**src/rtl/bcd_pkg.sv**
```systemverilog
// Shared types and helpers for the sequential binary-to-BCD converter.
package bcd_pkg;

  typedef enum logic [1:0] {IDLE, SHIFT, DONE} state_t;

  typedef logic [3:0] nibble_t;

  // Decimal digits needed for 2**width-1: ceil(width*log10(2)) in fixed point.
  function automatic int min_bcd_digits(input int width);
    return (width * 30103 + 99999) / 100000;
  endfunction

endpackage

```
**src/rtl/bcd_digit_adjust.sv**
```systemverilog
// Double-dabble correction: add 3 to a BCD nibble whose value exceeds 4.
module bcd_digit_adjust
  import bcd_pkg::*;
(
  input  nibble_t din,
  output nibble_t dout
);

  assign dout = (din > 4'd4) ? din + 4'd3 : din;

endmodule

```
**src/rtl/binary_bcd_seq.sv**
```systemverilog
// Multi-cycle binary-to-BCD converter, one operand bit per clock, with
// valid/ready on both sides, optional signed input and overflow detection.
module binary_bcd_seq
  import bcd_pkg::*;
#(
  parameter int IN_WIDTH = 16,
  parameter int DIGITS   = 5,
  parameter bit SIGNED   = 1'b0
) (
  input  logic                         clk,
  input  logic                         reset,
  input  logic                         in_valid,
  output logic                         in_ready,
  input  logic [IN_WIDTH-1:0]          in_data,
  output logic                         out_valid,
  input  logic                         out_ready,
  output logic [4*DIGITS-1:0]          out_bcd,
  output logic                         out_neg,
  output logic [$clog2(DIGITS+1)-1:0]  out_digits,
  output logic                         out_overflow
);

  // Handshake: a transfer happens on a rising edge where valid and ready are
  // both high. The producer holds in_data until in_ready; results stay frozen
  // while out_valid is high and out_ready is low.

  localparam int BW  = 4 * DIGITS;
  localparam int CW  = $clog2(IN_WIDTH);
  localparam int DW  = $clog2(DIGITS + 1);
  localparam logic [CW-1:0] LAST = CW'(IN_WIDTH - 1);
  // When the digit field always fits the widest operand the flag is tied off.
  localparam bit CAN_OVF = DIGITS < min_bcd_digits(IN_WIDTH);

  state_t              state_q, state_d;
  logic [CW-1:0]       cnt_q;
  logic [BW-1:0]       bcd_q;
  logic [BW-1:0]       adj;
  logic [IN_WIDTH-1:0] opnd_q;
  logic [IN_WIDTH-1:0] mag;
  logic                neg_q, ovf_q;
  logic                accept, shift_en;

  for (genvar g = 0; g < DIGITS; g++) begin : g_adj
    bcd_digit_adjust u_adj (
      .din  (bcd_q[4*g +: 4]),
      .dout (adj[4*g +: 4])
    );
  end

  assign mag = (SIGNED && in_data[IN_WIDTH-1]) ? (~in_data + IN_WIDTH'(1)) : in_data;

  always_comb begin
    state_d   = state_q;
    in_ready  = 1'b0;
    out_valid = 1'b0;
    accept    = 1'b0;
    shift_en  = 1'b0;
    case (state_q)
      IDLE: begin
        in_ready = 1'b1;
        if (in_valid) begin
          accept  = 1'b1;
          state_d = SHIFT;
        end
      end
      SHIFT: begin
        shift_en = 1'b1;
        if (cnt_q == LAST) state_d = DONE;
      end
      DONE: begin
        out_valid = 1'b1;
        in_ready  = out_ready;
        if (out_ready) begin
          if (in_valid) begin
            accept  = 1'b1;
            state_d = SHIFT;
          end else begin
            state_d = IDLE;
          end
        end
      end
      default: state_d = IDLE;
    endcase
  end

  always_ff @(posedge clk or posedge reset) begin
    if (reset) begin
      state_q <= IDLE;
      cnt_q   <= '0;
      bcd_q   <= '0;
      opnd_q  <= '0;
      neg_q   <= 1'b0;
      ovf_q   <= 1'b0;
    end else begin
      state_q <= state_d;
      if (accept) begin
        opnd_q <= mag;
        bcd_q  <= '0;
        ovf_q  <= 1'b0;
        neg_q  <= SIGNED && in_data[IN_WIDTH-1];
        cnt_q  <= '0;
      end else if (shift_en) begin
        bcd_q  <= {adj[BW-2:0], opnd_q[IN_WIDTH-1]};
        opnd_q <= {opnd_q[IN_WIDTH-2:0], 1'b0};
        if (CAN_OVF && adj[BW-1]) ovf_q <= 1'b1;
        cnt_q  <= (cnt_q == LAST) ? '0 : cnt_q + CW'(1);
      end
    end
  end

  // Significant digits: position of the highest nonzero nibble, minimum 1.
  always_comb begin
    out_digits = DW'(1);
    for (int i = 0; i < DIGITS; i++) begin
      if (bcd_q[4*i +: 4] != 4'd0) out_digits = DW'(i + 1);
    end
  end

  assign out_bcd      = bcd_q;
  assign out_neg      = neg_q;
  assign out_overflow = ovf_q;

endmodule

```
**config.mk**
```make
export PLATFORM = sky130hd
export DESIGN_NAME = binary_bcd_seq
export DESIGN_NICKNAME = d
export VERILOG_FILES = /design/src/rtl/bcd_pkg.sv /design/src/rtl/bcd_digit_adjust.sv /design/src/rtl/binary_bcd_seq.sv
export SDC_FILE = /design/constraint.sdc
export NUM_CORES = 1
export LEC_CHECK = 0
export CORE_UTILIZATION = 46
export DETAILED_ROUTE_END_ITERATION = 8
export PLACE_DENSITY = 0.76
export SLEW_MARGIN = 20
export SYNTH_ARGS = -nofsm -noshare
export SYNTH_HDL_FRONTEND = slang
export SYNTH_SLANG_ARGS = --single-unit
```
**constraint.sdc**
```tcl
create_clock -name clk -period 1.39 [get_ports clk]
set_clock_uncertainty 0.05 [all_clocks]
set_input_delay 0.278 -clock clk [delete_from_list [all_inputs] [get_ports clk]]
set_output_delay 0.278 -clock clk [all_outputs]
set_load 0.1 [all_outputs]
```
==> results of run 1 <==
==> cells by family after synthesis <==
| group | after synthesis | synth area share |
|---|---|---|
| xor gates and xnor gates | 2 | 0.00773 |
| muxes | 2 | 0.00993 |
| DFF | 42 | 0.464 |
| and+or+nand+nor | 74 | 0.207 |
| buffers and inverters | 27 | 0.0684 |
| adders and majority gates | 6 | 0.0331 |
| AOI/OAI and AO/OA | 56 | 0.209 |
| other | 1 | 0.00165 |
==> per-stage QoR <==
| step | worst slack, ns | hold slack (ns) | utilization | TNS (ns) | std cells |
|---|---|---|---|---|---|
| floorplan | -0.946 | 0.361 | - | -5.15 | 211 |
| global placement | -0.627 | 0.424 | 0.749 | -21.89 | 354 |
| detailed placement | -0.664 | 0.433 | 0.749 | -23.47 | 354 |
| CTS | -0.642 | 0.279 | 0.902 | -9.77 | 392 |
==> synthesized netlist by cell type, types with 6 or more instances <==
master   count  area share
and3_1       9       0.025
a211o_1      9       0.035
nor2_1       6      0.0099
nor4_1       6       0.017
inv_1       13       0.022
o21ai_0     13       0.029
dfrtp_1     42        0.46
a32o_1       8       0.035
or3_1        8       0.022
nor2b_1      6       0.017
a221o_1     16       0.071
nand2_1      6      0.0099
ha_1         6       0.033
and2_1       8       0.022
and2_0       6       0.017
==> what timing repair did <==
item / in CTS
setup buffers: 23
setup endpoints to repair: 64
hold buffers: 0
gates cloned: 7
gates resized for setup: 74
pin swaps: 32
==> results.sh, run 1 <==
export IMPL_ctsRootBufferMaster="clkbuf_8"
export IMPL_grt_start_max_net_pins=43
export IMPL_syn_inst=210
export IMPL_worst_endpoint_kind="output port"
export IMPL_die_h_um=72.2
export IMPL_cts_buffer_depth=2
export IMPL_netlist_area_um2=2270
export IMPL_status="aborted with a tool error"
export IMPL_placed_cell_area_um2=3540
export IMPL_yosys_warnings=0
export IMPL_ios=47
export IMPL_antenna_found_initial=0
export IMPL_ys_types=42
export IMPL_synth_top_flop_cell="dfrtp_1"
export IMPL_stop_stage="global routing"
export IMPL_synth_seq_area_share=0.464
export IMPL_htree_levels=2
export IMPL_dpl_hpwl_mm=3.74
export IMPL_clock_sinks=42
export IMPL_initial_utilization=0.480
export IMPL_syn_mean_instance_area_um2=10.8
export IMPL_cts_made_buffers=5
export IMPL_crit_endpoint="out_digits[1]"
export IMPL_portBuffers=44
export IMPL_die_w_um=72.2
export IMPL_ys_async_sr_fraction=1.00
export IMPL_firstError="[ERROR DPL-0033] detailed placement checks failed during check placement."
export IMPL_synth_edff_count=0
export IMPL_rows=25
export IMPL_gp_congestion=0.786
export IMPL_ys_seq_elements=42
==> run 2: changes to the inputs <==
CORE_UTILIZATION = 40   (was 46)
PLACE_DENSITY = unset   (was 0.76)
PLACE_DENSITY_LB_ADDON = 0.15   (was unset)
clock period = 1.81 ns   (was 1.39 ns; I/O delays follow)
==> run 2 against run 1 <==
Against the previous run: the flow now finishes, with violations (setup timing); synthesized cell count unchanged; synthesized area unchanged.
==> results.sh, run 2 <==
export IMPL_status="complete, but fails checks"
export IMPL_violations="setup timing"
export IMPL_syn_inst=210
export IMPL_fmaxAchievable_mhz=474
export IMPL_ctsHoldBuffers=0
export IMPL_ctsRootBufferMaster="clkbuf_8"
export IMPL_dpl_hpwl_mm=3.52
export IMPL_final_area_um2=3470
export IMPL_viasPerCell=5.56
export IMPL_max_stage_delay_ns=0.36
export IMPL_layout_drive_gt1_share=0.371
export IMPL_cp_start_kind="register"
export IMPL_crit_arrival_ns=1.70
export IMPL_gr_usage_all_layers=0.184
export IMPL_endpoint_kind="output pin"
export IMPL_die_h_um=77.3
export IMPL_clk_pin_slew_ns=0.08
export IMPL_antenna_found_initial=0
export IMPL_cts_tree="yes"
export IMPL_num_antenna_cells=0
export IMPL_hold_violations=0
export IMPL_first_pass_iters=4
export IMPL_drc=0
export IMPL_maxCapViolCount=0
export IMPL_critical_path_buf_inv_count=3
export IMPL_grt_start_max_net_pins=43
export IMPL_place_ws_ns=-0.0660
export IMPL_postRouteAntennaNets=0
export IMPL_core_area_um2=5470
export IMPL_crit_family="flip-flops"
export IMPL_grt_pass1_vias=1873
export IMPL_htree_levels=2
export IMPL_yosys_warnings=0
export IMPL_worstHoldStart="out_ready"
export IMPL_cts_made_buffers=5
export IMPL_clock_sinks=42
export IMPL_layout_commonest_cell="buf_12"
export IMPL_yosysTopAreaCell="dfrtp_1"
export IMPL_netlist_area_leader_share=0.464
export IMPL_die_w_um=77.3
export IMPL_ys_seq_elements=42
export IMPL_die_area_um2=5970
export IMPL_finalNetCount=300
export IMPL_cp_max_fo=2
export IMPL_worstHoldPathType="in2reg"
export IMPL_ys_types=42
export IMPL_grt_overflow_total=0
export IMPL_final_cell_mix="buf_12 (29), dfrtp_1 (23), buf_4 (22)"
export IMPL_synth_seq_area_share=0.464
export IMPL_yosysMostFrequentCell="dfrtp_1"
export IMPL_routed_wl_mm=5.16
export IMPL_initial_utilization=0.414
export IMPL_synth_top_flop_cell="dfrtp_1"
export IMPL_grt_pass1_wl_mm=8.71
export IMPL_utilization=0.634
export IMPL_ys_async_sr_fraction=1.00
export IMPL_critPathLaunch="out_bcd[4]"
export IMPL_drv_slew=0
export IMPL_vias=1928
export IMPL_timing_final_crit_share=1.16
export IMPL_largest_register_ffs=20
export IMPL_ios=47
export IMPL_worstPathRequired_ns=1.40
export IMPL_worst_path_max_delay_cell="dfrtp_2"
export IMPL_portBuffers=44
export IMPL_syn_mean_instance_area_um2=10.8
export IMPL_gp_congestion=0.770
export IMPL_synth_edff_count=0
export IMPL_insertion_delay_ns=0.30
export IMPL_rows=27
export IMPL_finalCriticalPeriod_ns=2.11
export IMPL_crit_type="reg2out"
export IMPL_area_delta_synth_final_pct=53.0
export IMPL_fin_ws_ns=-0.298
export IMPL_ys_top_cells_by_area="dfrtp_1 (46%), a221o_1 (7.1%), a32o_1 (3.5%)"
export IMPL_synthTopCellsByCount="dfrtp_1 (42), a221o_1 (16), inv_1 (13), o21ai_0 (13)"
export IMPL_whs_ns=0.349
export IMPL_wl_per_cell_um=14.9
export IMPL_rsz0062_at_grt="true"
export IMPL_cts_buffer_depth=2
export IMPL_netlist_area_um2=2270
export IMPL_drt_iter0_drc=88
export IMPL_placed_cell_area_um2=3300
export IMPL_path_cells="inv_1, ha_1, nor3b_1, buf_4, o41ai_2, nand2_2, buf_12"
export IMPL_rr_startpoint="out_bcd[12]"
export IMPL_setup_viol=3
run 2: cell counts after synthesis:
No cell type changed its count.
run 2: cell type report:
cell class / instances / area [um^2]
repair buffers: 70 / 938
multi-input cells: 142 / 1160
inverters: 13 / 53.8
flip-flops and latches: 42 / 1080
fillers: 447 / 2000
clock inverters: 2 / 60.1
clock buffers: 6 / 82.6
well taps: 72 / 90.1
run 2: logic make-up after synthesis:
logic type	count (synthesis)	synth area share
AOI/OAI and AO/OA	56	0.209
DFF	42	0.464
muxes	2	0.00993
buffers and inverters	27	0.0684
adders and majority gates	6	0.0331
xor gates and xnor gates	2	0.00773
other	1	0.00165
and+or+nand+nor	74	0.207
run 2: worst register-to-register path: cells and delay by family, from the launching register on:
kind / cells / cell delay [ns]
AOI/OAI and AO/OA: 1 / 0.29
adders and majority gates: 1 / 0.12
buffers and inverters: 3 / 0.26
DFF: 1 / 0.50
and+or+nand+nor: 2 / 0.35
run 2: timing repair:
action                     CTS  global route
setup buffers                1             0
gates resized for setup      2             5
setup endpoints to repair    3             4
cloned                       0             0
pin swaps                    1             1
run 2: per-layer routing:
metal / routed length, um / global-route usage
met1: 2320 / 0.226
met2: 2570 / 0.317
met3: 198 / 0.0440
met4: 73 / 0.0585
met5: 0 / 0
run 2: path summary, 6_finish.rpt:
path                            cells after the start             to  slack (ns)
worst min-delay path                                3     state_q[0]        0.35
worst max register to register                      7    out_bcd[14]        0.12
worst min register to register                      1      opnd_q[0]        0.46
min in group asynchronous                           3    out_bcd[17]        0.36
max in group asynchronous                           3    out_bcd[16]        1.12
worst max-delay path                                7  out_digits[0]       -0.30
run 2: per-stage QoR:
step / TNS, ns / cells
floorplan: -1.12 / 211
global placement: -0.657 / 338
detailed placement: -0.983 / 338
CTS: -0.884 / 347
global route: -1.11 / 347
finish: -0.832 / 347
Power of run 2 is not shown: default switching activity piles up to over one toggle a cycle in this logic, so the estimate is an artifact.
==> run 3: changes to the inputs <==
PLACE_DENSITY_LB_ADDON = unset   (was 0.15)
SYNTH_HIERARCHICAL = 1   (was unset)
==> run 3 against run 2 <==
Against the previous run: the flow still finishes with violations (setup timing); utilization shrank 0.79 points; register-to-register slack better by 0.03 ns; first-iteration DRC count is 36% higher; synthesized cell count grew 21%; sequential cell count unchanged; global-route usage rose by 0.65 points; clock-buffer cell count grew 1; sequential share of layout area decreased by 0.55 points; largest cell class unchanged.
==> results.sh, run 3 <==
export IMPL_first_pass_iters=4
export IMPL_grt_pass1_wl_mm=9.40
export IMPL_dpl_hpwl_mm=3.70
export IMPL_final_cell_mix="nand2_1 (44), buf_12 (27), dfrtp_1 (24)"
export IMPL_cts_tree="yes"
export IMPL_cts_made_buffers=5
export IMPL_grt_overflow_total=0
export IMPL_routed_wl_mm=5.24
export IMPL_syn_inst=255
export IMPL_netlist_area_um2=2370
export IMPL_fin_ws_ns=-0.210
export IMPL_htree_levels=2
export IMPL_vias=2038
export IMPL_die_area_um2=6230
export IMPL_critPathLaunch="out_bcd[9]"
export IMPL_gr_usage_all_layers=0.191
export IMPL_syn_mean_instance_area_um2=9.28
export IMPL_insertion_delay_ns=0.29
export IMPL_cp_start_kind="register"
export IMPL_setup_viol=3
export IMPL_worstHoldPathType="in2async"
export IMPL_clk_pin_slew_ns=0.08
export IMPL_drt_iter0_drc=120
export IMPL_hold_violations=0
export IMPL_rows=27
export IMPL_finalCriticalPeriod_ns=2.02
export IMPL_postRouteAntennaNets=0
export IMPL_grt_start_max_net_pins=43
export IMPL_die_w_um=78.9
export IMPL_wl_per_cell_um=13.4
export IMPL_cp_max_fo=2
export IMPL_rsz0062_at_grt="true"
export IMPL_layout_commonest_cell="nand2_1"
export IMPL_rr_startpoint="out_bcd[16]"
export IMPL_utilization=0.626
export IMPL_grt_pass1_vias=1957
export IMPL_antenna_found_initial=0
export IMPL_area_delta_synth_final_pct=48.3
export IMPL_status="complete, but fails checks"
export IMPL_r2r_cells=8
export IMPL_whs_ns=0.374
export IMPL_maxCapViolCount=0
export IMPL_viasPerCell=5.21
export IMPL_core_area_um2=5610
export IMPL_die_h_um=78.9
export IMPL_crit_arrival_ns=1.61
export IMPL_finalNetCount=349
export IMPL_layout_drive_gt1_share=0.292
export IMPL_initial_utilization=0.422
export IMPL_worstPathRequired_ns=1.40
export IMPL_ctsHoldBuffers=0
export IMPL_portBuffers=44
export IMPL_ctsRootBufferMaster="clkbuf_8"
export IMPL_drv_slew=0
export IMPL_gp_congestion=0.709
export IMPL_violations="setup timing"
export IMPL_largest_register_ffs=20
export IMPL_num_antenna_cells=0
export IMPL_fmaxAchievable_mhz=495
export IMPL_r2r_end="out_bcd[18]"
export IMPL_crit_type="reg2out"
export IMPL_clock_sinks=42
export IMPL_cts_buffer_depth=2
export IMPL_ios=47
export IMPL_timing_final_crit_share=1.12
export IMPL_yosys_warnings=6
export IMPL_endpoint_kind="output pin"
export IMPL_reg2reg_setup_slack_ns=0.15
export IMPL_drc=0
## run 3: worst max path at each step
stage,to,slack [ns],depth (start not counted)
after floorplan,out_digits[1],-0.51,3
after global placement,opnd_q[8],0.05,4
after detailed placement,cnt_q[0],-0.04,5
after CTS,out_digits[0],-0.25,4
after global routing,out_digits[1],-0.26,4
final,out_digits[0],-0.21,4
## run 3: cell type report
| cell class | count | area (um^2) |
|---|---|---|
| Multi-Input combinational cell | 183 | 1260 |
| Clock inverter | 1 | 30.0 |
| Inverter | 18 | 67.6 |
| Fill cell | 468 | 2100 |
| Sequential cell | 42 | 1080 |
| Timing Repair Buffer | 68 | 900 |
| Tap cell | 72 | 90.1 |
| Clock buffer | 7 | 86.3 |
## run 3: stage by stage
stage                     TNS, ns  worst slack (ns)  cell area, um^2  cells
after CTS                  -0.515            -0.245             3510    391
after floorplan            -0.767            -0.506             2460    256
after global placement          0            0.0470             3360    381
after detailed placement  -0.0450           -0.0427             3360    381
after global routing       -0.724            -0.262             3510    391
final                      -0.478            -0.210             3510    391
## run 3: repair_timing
action,CTS,global route
hold endpoints to repair,0,0
endpoints found under the setup margin,3,3
gates resized for setup,4,0
pin swaps,5,2
buffers inserted,2,0
## run 3: routing by layer
metal,GRT usage,routed length (um),up-vias
li1,-,-,995
met1,0.263,2480,988
met2,0.306,2510,50
met3,0.0425,201,5
met4,0.0436,51,0
met5,0,0,-
## run 3: critical path: stages, from the launching register on
cell and delay, ns:
dfrtp_2 0.41, or4_4 0.54, o21ai_2 0.13, nand2_2 0.07, buf_12 0.17
Power of run 3 is left out for the same reason.
==> run 4: changes to the inputs <==
clock period = 2.17 ns   (was 1.81 ns; I/O delays follow)
==> run 4 against run 3 <==
Against the previous run: the run now ends clean; non-clock buffer count is 14 lower; global-route usage is 1.5 points lower; register-to-register slack better by 0.29 ns; die area stayed put; clock-buffer cell count stayed put; hold slack better by 0.082 ns; final area is 12% lower; critical path depth stayed put; largest cell class unchanged; highest routed layer unchanged.
==> results.sh, run 4 (synthesis gave the netlist of run 3 again) <==
export IMPL_area_delta_synth_final_pct=30.7
export IMPL_worstHoldPathType="reg2reg"
export IMPL_cp_max_fo=4
export IMPL_vias=1935
export IMPL_final_area_um2=3090
export IMPL_portBuffers=44
export IMPL_insertion_delay_ns=0.29
export IMPL_grt_pass1_wl_mm=8.60
export IMPL_setup_viol=0
export IMPL_finalCriticalPeriod_ns=2.10
export IMPL_cts_buffer_depth=2
export IMPL_crit_type="reg2out"
export IMPL_whs_ns=0.456
export IMPL_htree_levels=2
export IMPL_layout_commonest_cell="nand2_1"
export IMPL_viasPerCell=5.13
export IMPL_postRouteAntennaNets=0
export IMPL_reg2reg_setup_slack_ns=0.44
export IMPL_die_w_um=78.9
export IMPL_cp_start_kind="register"
export IMPL_initial_utilization=0.422
export IMPL_placed_cell_area_um2=2940
export IMPL_first_pass_iters=4
export IMPL_hold_violations=0
export IMPL_core_area_um2=5610
export IMPL_timing_final_crit_share=0.969
export IMPL_antenna_found_initial=0
export IMPL_final_cell_mix="nand2_1 (44), buf_4 (30), dfrtp_1 (26)"
export IMPL_fin_ws_ns=0.0670
export IMPL_rows=27
export IMPL_drv_slew=0
export IMPL_ios=47
export IMPL_slew_headroom=0.639
export IMPL_endpoint_kind="output pin"
export IMPL_grt_overflow_total=0
export IMPL_cts_made_buffers=5
export IMPL_cts_tree="yes"
export IMPL_grt_pass1_vias=1880
export IMPL_clk_pin_slew_ns=0.08
export IMPL_ctsRootBufferMaster="clkbuf_8"
export IMPL_fmaxAchievable_mhz=476
export IMPL_layout_drive_gt1_share=0.249
export IMPL_clock_sinks=42
export IMPL_crit_arrival_ns=1.62
export IMPL_rsz0062_at_grt="false"
export IMPL_status="finished clean"
export IMPL_worstPathRequired_ns=1.69
export IMPL_maxCapViolCount=0
export IMPL_die_h_um=78.9
export IMPL_grt_start_max_net_pins=43
export IMPL_gr_usage_all_layers=0.176
export IMPL_finalNetCount=335
export IMPL_drt_iter0_drc=95
export IMPL_wl_per_cell_um=13.2
export IMPL_drc=0
export IMPL_num_antenna_cells=0
export IMPL_utilization=0.552
export IMPL_routed_wl_mm=4.99
export IMPL_largest_register_ffs=20
export IMPL_gp_congestion=0.729
export IMPL_dpl_hpwl_mm=3.25
export IMPL_die_area_um2=6230
export IMPL_worst_pin_slew_ns=0.536
export IMPL_place_ws_ns=0.192
## run 4: repair_timing
action                                  CTS  global route
pin swaps                                 0             1
endpoints found under the setup margin    1             2
resized for setup                         1             1
gates cloned                              0             0
setup buffers                             3             4
hold buffers                              0             0
## run 4: worst paths after layout
| check | cells past startpoint | to | startpoint |
|---|---|---|---|
| worst max-delay path | 4 | out_digits[0] | out_bcd[9] |
| max in group asynchronous | 3 | out_bcd[19] | reset |
| worst max register to register | 4 | opnd_q[15] | state_q[1] |
| min in group asynchronous | 3 | opnd_q[2] | reset |
| worst min-delay path | 1 | opnd_q[0] | opnd_q[0] |
| worst min register to register | 1 | opnd_q[0] | opnd_q[0] |
## run 4: routing by layer
| layer | share of wire | track usage |
|---|---|---|
| met1 | 0.46 | 0.216 |
| met3 | 0.042 | 0.0391 |
| met2 | 0.49 | 0.309 |
| met4 | 0.010 | 0.0527 |
| met5 | 0 | 0 |
## run 4: stage by stage
| stage | instances | setup TNS (ns) |
|---|---|---|
| finish | 377 | 0 |
| global route | 377 | 0 |
| CTS | 373 | 0 |
| detailed placement | 362 | 0 |
| global placement | 362 | 0 |
| floorplan | 256 | -0.218 |
## run 4: worst max-delay path: stages (launching register included)
cell,delay [ns]
dfrtp_2,0.42
or4_1,0.53
o21ai_2,0.13
nand2_2,0.08
buf_12,0.16
## run 4: area by class of cell
cell class / instances / area (um^2)
Clock buffer: 7 / 86.3
Clock inverter: 1 / 5.00
Fill cell: 532 / 2510
Inverter: 18 / 67.6
Multi-Input combinational cell: 183 / 1250
Sequential cell: 42 / 1080
Tap cell: 72 / 90.1
Timing Repair Buffer: 54 / 515
Power of run 4 is left out for the same reason.
